$ cat config.mk
export PLATFORM = sky130hd
export DESIGN_NAME = mtc0_test_monitor
export DESIGN_NICKNAME = d
export VERILOG_FILES = /design/src/rtl/mips_cpu_pkg.sv /design/src/rtl/mtc0_evt_fifo.sv /design/src/rtl/mtc0_test_monitor.sv
export SDC_FILE = /design/constraint.sdc
export NUM_CORES = 1
export LEC_CHECK = 0
export ABC_AREA = 1
export CORE_MARGIN = 5
export CORE_UTILIZATION = 50
export DETAILED_ROUTE_END_ITERATION = 12
export GPL_TIMING_DRIVEN = 0
export MAX_ROUTING_LAYER = met4
export PLACE_DENSITY = 0.74
export SLEW_MARGIN = 20
export SYNTH_ARGS = -nofsm -noshare
export SYNTH_HDL_FRONTEND = slang
export SYNTH_SLANG_ARGS = --single-unit
$ cat constraint.sdc
create_clock -name clk -period 2 [get_ports clk]
set_input_delay 0.3 -clock clk [delete_from_list [all_inputs] [get_ports clk]]
set_output_delay 0.3 -clock clk [all_outputs]
set_load 0.05 [all_outputs]
$ cat src/rtl/mips_cpu_pkg.sv
// -----------------------------------------------------------------------------
// mips_cpu_pkg
//   Shared types for the MIPS CPU test infrastructure.
//   MTC0Code : code written by test software through MTC0 to report progress.
//   MonState : state of the test monitor that observes those writes.
//   Helper   : is_reportable() tells whether a code has any effect on a run.
// -----------------------------------------------------------------------------
package mips_cpu_pkg;

   typedef enum logic [1:0] {
      MTC0_NOOP = 2'd0,
      MTC0_PASS = 2'd1,
      MTC0_FAIL = 2'd2,
      MTC0_DONE = 2'd3
   } MTC0Code;

   typedef enum logic [1:0] {
      MON_RUN     = 2'd0,
      MON_DONE    = 2'd1,
      MON_TIMEOUT = 2'd2
   } MonState;

   // Width of the watchdog cycle counter; matches the TIMEOUT_CYCLES parameter.
   localparam int unsigned WDOG_W = 32;

   // NOOP writes are pure padding from the CPU side: never queued, never
   // counted, and they do not count as activity for the watchdog.
   function automatic logic is_reportable(input MTC0Code code);
      return (code != MTC0_NOOP);
   endfunction

endpackage

$ cat src/rtl/mtc0_evt_fifo.sv
// -----------------------------------------------------------------------------
// mtc0_evt_fifo
//   Small first-word-fall-through queue of MTC0Code events for the host.
//   Storage is registered; the head entry is visible combinationally while
//   the queue is non-empty, and reads as MTC0_NOOP while empty.
//
// Ports
//   clk, rst     : clock, asynchronous active-high reset (queue empty)
//   flush        : synchronous empty, wins over push/pop in the same cycle
//   push         : write push_code at the tail (ignored when full)
//   push_code    : code to enqueue
//   pop          : drop the head entry (ignored when empty)
//   head_code    : current head entry, MTC0_NOOP when empty
//   empty, full  : occupancy flags from the pointer extra bit
// -----------------------------------------------------------------------------
module mtc0_evt_fifo
   import mips_cpu_pkg::*;
#(
   parameter int unsigned DEPTH = 4
)
(
   input  logic    clk,
   input  logic    rst,
   input  logic    flush,
   input  logic    push,
   input  MTC0Code push_code,
   input  logic    pop,
   output MTC0Code head_code,
   output logic    empty,
   output logic    full
);

   localparam int unsigned AW = $clog2(DEPTH);
   localparam logic [AW:0] PTR_ONE = (AW+1)'(1);

   MTC0Code     mem [DEPTH];
   logic [AW:0] wptr;
   logic [AW:0] rptr;
   logic        do_push;
   logic        do_pop;

   // Pointers carry one extra bit so that equal low bits can be told apart
   // as empty (extra bits equal) or full (extra bits differ).
   assign empty = (wptr == rptr);
   assign full  = (wptr[AW] != rptr[AW]) && (wptr[AW-1:0] == rptr[AW-1:0]);

   assign do_push = push && !full && !flush;
   assign do_pop  = pop && !empty && !flush;

   assign head_code = empty ? MTC0_NOOP : mem[rptr[AW-1:0]];

   always_ff @(posedge clk or posedge rst) begin
      if (rst) begin
         wptr <= '0;
         rptr <= '0;
      end else if (flush) begin
         wptr <= '0;
         rptr <= '0;
      end else begin
         if (do_push) wptr <= wptr + PTR_ONE;
         if (do_pop)  rptr <= rptr + PTR_ONE;
      end
   end

   // Payload storage needs no reset: it is only read while non-empty.
   always_ff @(posedge clk) begin
      if (do_push) mem[wptr[AW-1:0]] <= push_code;
   end

endmodule

$ cat src/rtl/mtc0_test_monitor.sv
// -----------------------------------------------------------------------------
// mtc0_test_monitor
//   Watches PASS/FAIL/DONE reports written by test software through MTC0,
//   counts them, forwards them to the host through a small event queue and
//   declares a timeout when the CPU goes quiet for too long.
//
// Handshakes (both sides): a transfer happens on a rising clk edge where
//   valid && ready are both high. valid may be raised at any time; the payload
//   must stay stable while valid is high and ready is low. mtc0_ready does not
//   depend on mtc0_valid, and evt_valid does not depend on evt_ready.
//
// Ports
//   clk, rst               : clock, asynchronous active-high reset
//   clear                  : synchronous restart of a run; drops a same-cycle event
//   mtc0_valid/code/ready  : CPU report channel (in)
//   evt_valid/code/ready   : host event channel (out, first-word-fall-through)
//   pass_count, fail_count : saturating totals of accepted PASS / FAIL
//   state                  : FSM state, exported for observation
//   test_failed            : any FAIL seen, or watchdog fired
// -----------------------------------------------------------------------------
module mtc0_test_monitor
   import mips_cpu_pkg::*;
#(
   parameter int unsigned       CNT_W          = 16,
   parameter int unsigned       FIFO_DEPTH     = 4,
   parameter logic [WDOG_W-1:0] TIMEOUT_CYCLES = 32'd1_000_000
)
(
   input  logic             clk,
   input  logic             rst,
   input  logic             clear,
   input  logic             mtc0_valid,
   input  MTC0Code          mtc0_code,
   output logic             mtc0_ready,
   output logic             evt_valid,
   output MTC0Code          evt_code,
   input  logic             evt_ready,
   output logic [CNT_W-1:0] pass_count,
   output logic [CNT_W-1:0] fail_count,
   output MonState          state,
   output logic             test_failed
);

   localparam logic [CNT_W-1:0]  CNT_ONE  = CNT_W'(1);
   localparam logic [CNT_W-1:0]  CNT_MAX  = '1;
   localparam logic [WDOG_W-1:0] WD_ONE   = WDOG_W'(1);
   localparam logic [WDOG_W-1:0] WD_LAST  = TIMEOUT_CYCLES - WD_ONE;
   localparam logic              WD_ARMED = (TIMEOUT_CYCLES != '0);

   MonState           state_q, state_d;
   logic [CNT_W-1:0]  pass_q, pass_d;
   logic [CNT_W-1:0]  fail_q, fail_d;
   logic [WDOG_W-1:0] wd_q, wd_d;
   // A timeout DONE that could not be queued yet because the FIFO was full.
   logic              pend_q, pend_d;

   logic              accept;
   logic              reportable;
   logic              fifo_push;
   MTC0Code           fifo_code;
   logic              fifo_pop;
   logic              fifo_empty;
   logic              fifo_full;

   // ---------------------------------------------------------------------------
   // Event queue towards the host
   // ---------------------------------------------------------------------------
   mtc0_evt_fifo #(
      .DEPTH (FIFO_DEPTH)
   ) u_evt_fifo (
      .clk       (clk),
      .rst       (rst),
      .flush     (clear),
      .push      (fifo_push),
      .push_code (fifo_code),
      .pop       (fifo_pop),
      .head_code (evt_code),
      .empty     (fifo_empty),
      .full      (fifo_full)
   );

   assign evt_valid = !fifo_empty;
   assign fifo_pop  = evt_valid && evt_ready;

   // ---------------------------------------------------------------------------
   // State register
   // ---------------------------------------------------------------------------
   always_ff @(posedge clk or posedge rst) begin
      if (rst) begin
         state_q <= MON_RUN;
         pass_q  <= '0;
         fail_q  <= '0;
         wd_q    <= '0;
         pend_q  <= 1'b0;
      end else begin
         state_q <= state_d;
         pass_q  <= pass_d;
         fail_q  <= fail_d;
         wd_q    <= wd_d;
         pend_q  <= pend_d;
      end
   end

   // ---------------------------------------------------------------------------
   // Next state, counters, watchdog and queue writes
   // ---------------------------------------------------------------------------
   always_comb begin
      state_d   = state_q;
      pass_d    = pass_q;
      fail_d    = fail_q;
      wd_d      = wd_q;
      pend_d    = pend_q;
      fifo_push = 1'b0;
      fifo_code = MTC0_NOOP;

      // Once the run has ended, reports are swallowed so the CPU never stalls.
      mtc0_ready = (state_q == MON_RUN) ? !fifo_full : 1'b1;
      accept     = mtc0_valid && mtc0_ready;
      reportable = accept && is_reportable(mtc0_code);

      if (clear) begin
         // The FIFO is flushed by the same signal; any event this cycle is lost.
         state_d = MON_RUN;
         pass_d  = '0;
         fail_d  = '0;
         wd_d    = '0;
         pend_d  = 1'b0;
      end else begin
         case (state_q)
            MON_RUN: begin
               if (reportable) begin
                  // ready is low while full, so this push always lands.
                  wd_d      = '0;
                  fifo_push = 1'b1;
                  fifo_code = mtc0_code;
                  case (mtc0_code)
                     MTC0_PASS: if (pass_q != CNT_MAX) pass_d = pass_q + CNT_ONE;
                     MTC0_FAIL: if (fail_q != CNT_MAX) fail_d = fail_q + CNT_ONE;
                     MTC0_DONE: state_d = MON_DONE;
                     default:   ;
                  endcase
               end else if (WD_ARMED && (wd_q == WD_LAST)) begin
                  state_d = MON_TIMEOUT;
                  if (fifo_full) begin
                     pend_d = 1'b1;
                  end else begin
                     fifo_push = 1'b1;
                     fifo_code = MTC0_DONE;
                  end
               end else if (WD_ARMED) begin
                  wd_d = wd_q + WD_ONE;
               end
            end

            MON_TIMEOUT: begin
               // Deferred end-of-run marker goes in as soon as a slot frees up.
               if (pend_q && !fifo_full) begin
                  fifo_push = 1'b1;
                  fifo_code = MTC0_DONE;
                  pend_d    = 1'b0;
               end
            end

            default: ;
         endcase
      end
   end

   // ---------------------------------------------------------------------------
   // Outputs
   // ---------------------------------------------------------------------------
   assign pass_count  = pass_q;
   assign fail_count  = fail_q;
   assign state       = state_q;
   assign test_failed = (fail_q != '0) || (state_q == MON_TIMEOUT);

endmodule
==> flow_summary.yaml <==
outcome:
  status: "completed"
routing:
  detail-route-antenna-nets: 0
  vias: 6016
  firstDrtPassIters: 6
  drc: 0
  avgViaCountPerCell: 5.51
  drt_iter0_markers: 716
  wire_per_inst_um: 15.2
  wl_mm: 16.6
place:
  dpl.hpwl_mm: 12.1
  gp_congestion: 0.981
  dpl.cell_count: 1053
  dpl_cell_area_mm2: 0.00632
  portBuffers: 44
  dpl_worst_slack_ns: -0.388
power:
  p_total_mw: 4.29
  power.density_mw_per_mm2: 614
  peakVddDrop_uv: 446
  p_leak_nw: 3.06
global_routing:
  grt_max_degree: 23
  grt_pass1_vias: 5568
  gr-total-overflow: 0
  grt_pass1_wl_mm: 27.6
  antenna_found_initial: 0
  track_usage: 0.266
finish:
  utilization: 0.639
  layout_common_cells: "nand2_1, nor2_1, nand3_1"
  layout_commonest_cell: "nand2_1"
  final_area_mm2: 0.00699
  drive_above_1_share: 0.144
  n_antenna_cell: 0
  areaGrowthSynthToFinish_pct: 24.6
  nets: 963
  layoutNonFillerInstCount: 1092
synth:
  ys_ff_latch: 81
  ys_warn_count: 0
  syn_nets: 882
  synth.largest_area_cell: "dfrtp_1"
  synth_top_cell_area_share: 0.325
  synth_cell_type_count: 38
  ys_seq_area_frac: 0.368
  avgSynthCellArea_um2: 6.48
  syn_area_mm2: 0.00561
  synth_cells: 866
  synth_area_leaders: "dfrtp_1, nand2_1, nor2_1"
sta:
  setup_tns_ns: 0
  slew_headroom: 0.580
  slew_violations: 0
  setup_ws_ns: 0.0371
  timing.hold.ws_ns: 0.302
  fin_crit_sh: 0.981
  timing_hold_violations_final: 0
  setup_viol: 0
  rsz0062_at_grt: "true"
  fmax_ghz: 0.509
  worst_pin_slew_ns: 0.631
  fin_skew_ns: 0.00547
  min_period_ns: 1.96
cts:
  cts-root-buf: "clkbuf_16"
  cts_buffer_depth: 2
  cts.clk_slew.worst_paths_ns: 0.06
  cts_tree: "built"
  htree_levels: 3
  cts_buffers: 9
  clock-sinks: 81
  clock_latency_ns: 0.34
setup_path:
  cp.arrival_ns: 1.66
  crit_fanout: 5
  cp-end-kind: "output port"
  slowest_stage: "clkdlybuf4s50_1"
  timing.rr.start: "wd_q[1]"
  crit_family: "buffers and inverters"
  rr_worst_depth: 11
  critPathRequiredTime_ns: 1.70
  crit_type: "reg2out"
  reg2reg_setup_slack_ns: 0.05
  crit_chain: "clkdlybuf4s50_1"
  cp_num_buf_inv: 1
  cp-start-kind: "register"
  rr_endpoint: "u_evt_fifo.mem[2][0]"
  slowest_delay_ns: 0.85
floorplanning:
  start_util: 0.513
  coreArea_mm2: 0.0109
  die_x_um: 116
  pin_count: 46
  die_area_mm2: 0.0134
  placementRows: 38
  die_h_um: 116
flow_run:
  drv_cap: 0
hold_path:
  min_path_type: "in2async"
final cells by class:
cell class	instances	area (um^2)
Fill cell	1029	3940
Multi-Input combinational cell	672	3260
Sequential cell	81	2090
Timing Repair Buffer	70	693
Inverter	91	348
Clock buffer	9	225
Tap cell	140	175
Buffer	22	134
Clock inverter	7	67.6
Yosys cell counts, drive strengths merged:
library cell  count
nand2           277
edfxtp            8
nand3            98
nor2            149
o2111ai           1
or2               9
nand4            25
dfrtp            73
inv              91
a21oi             6
nor3             16
nand3b            2
o21bai            2
o21ai            64
ha                9
buf              13
nor3b             1
or3               1
xor2              4
o32ai             2
xnor2             1
clkbuf            9
nor4              2
a31o              2
o21a              1
registers in the layout (all words and copies together), names as in the netlist:
name / count
wd_q: 32
fail_count: 16
u_evt_fifo.rptr: 3
state: 2
pass_count: 16
pend_q: 1
u_evt_fifo.wptr: 3
u_evt_fifo.mem: 8
where the power goes:
group	switching, mW	total, mW	internal (mW)
clock network	0.712	1.68	0.967
logic	0.559	0.830	0.271
registers	0.0680	1.78	1.72
total	1.34	4.29	2.95
metal layers:
layer  GRT usage  up-vias  wire length [um]
met5           -        -                 0
met4      0.0712        0               229
met3      0.0433       25              1110
met2       0.400      232              7660
met1       0.374     2805              7650
li1            -     2954                 -
logic make-up after synthesis:
family,count (synthesis),share of synthesized area
and+or+nand+nor,580,0.444
buffers and inverters,113,0.0816
DFF,81,0.368
AOI/OAI and AO/OA,78,0.0769
adders and majority gates,9,0.0201
xor gates and xnor gates,5,0.00914
how the worst max path moves through the flow:
stage          depth (start not counted)              endpoint  slack [ns]               start
3_3_place_gp                           6  u_evt_fifo.mem[0][1]       -0.37               clear
2_1_floorplan                          4           evt_code[0]       0.007  u_evt_fifo.wptr[1]
5_1_grt                               11  u_evt_fifo.mem[2][0]       -0.06             wd_q[1]
6_report                               1        fail_count[15]        0.04      fail_count[15]
3_5_place_dp                           6  u_evt_fifo.mem[0][0]       -0.39               clear
4_1_cts                                5             evt_valid       0.002  u_evt_fifo.rptr[0]
timing repair:
item,4_1_cts,5_1_grt
hold buffers,0,0
endpoints found under the setup margin,63,89
buffers inserted,4,19
resized for setup,46,55
pin swaps,2,13
Note: power is estimated with default switching activity, not from simulation.
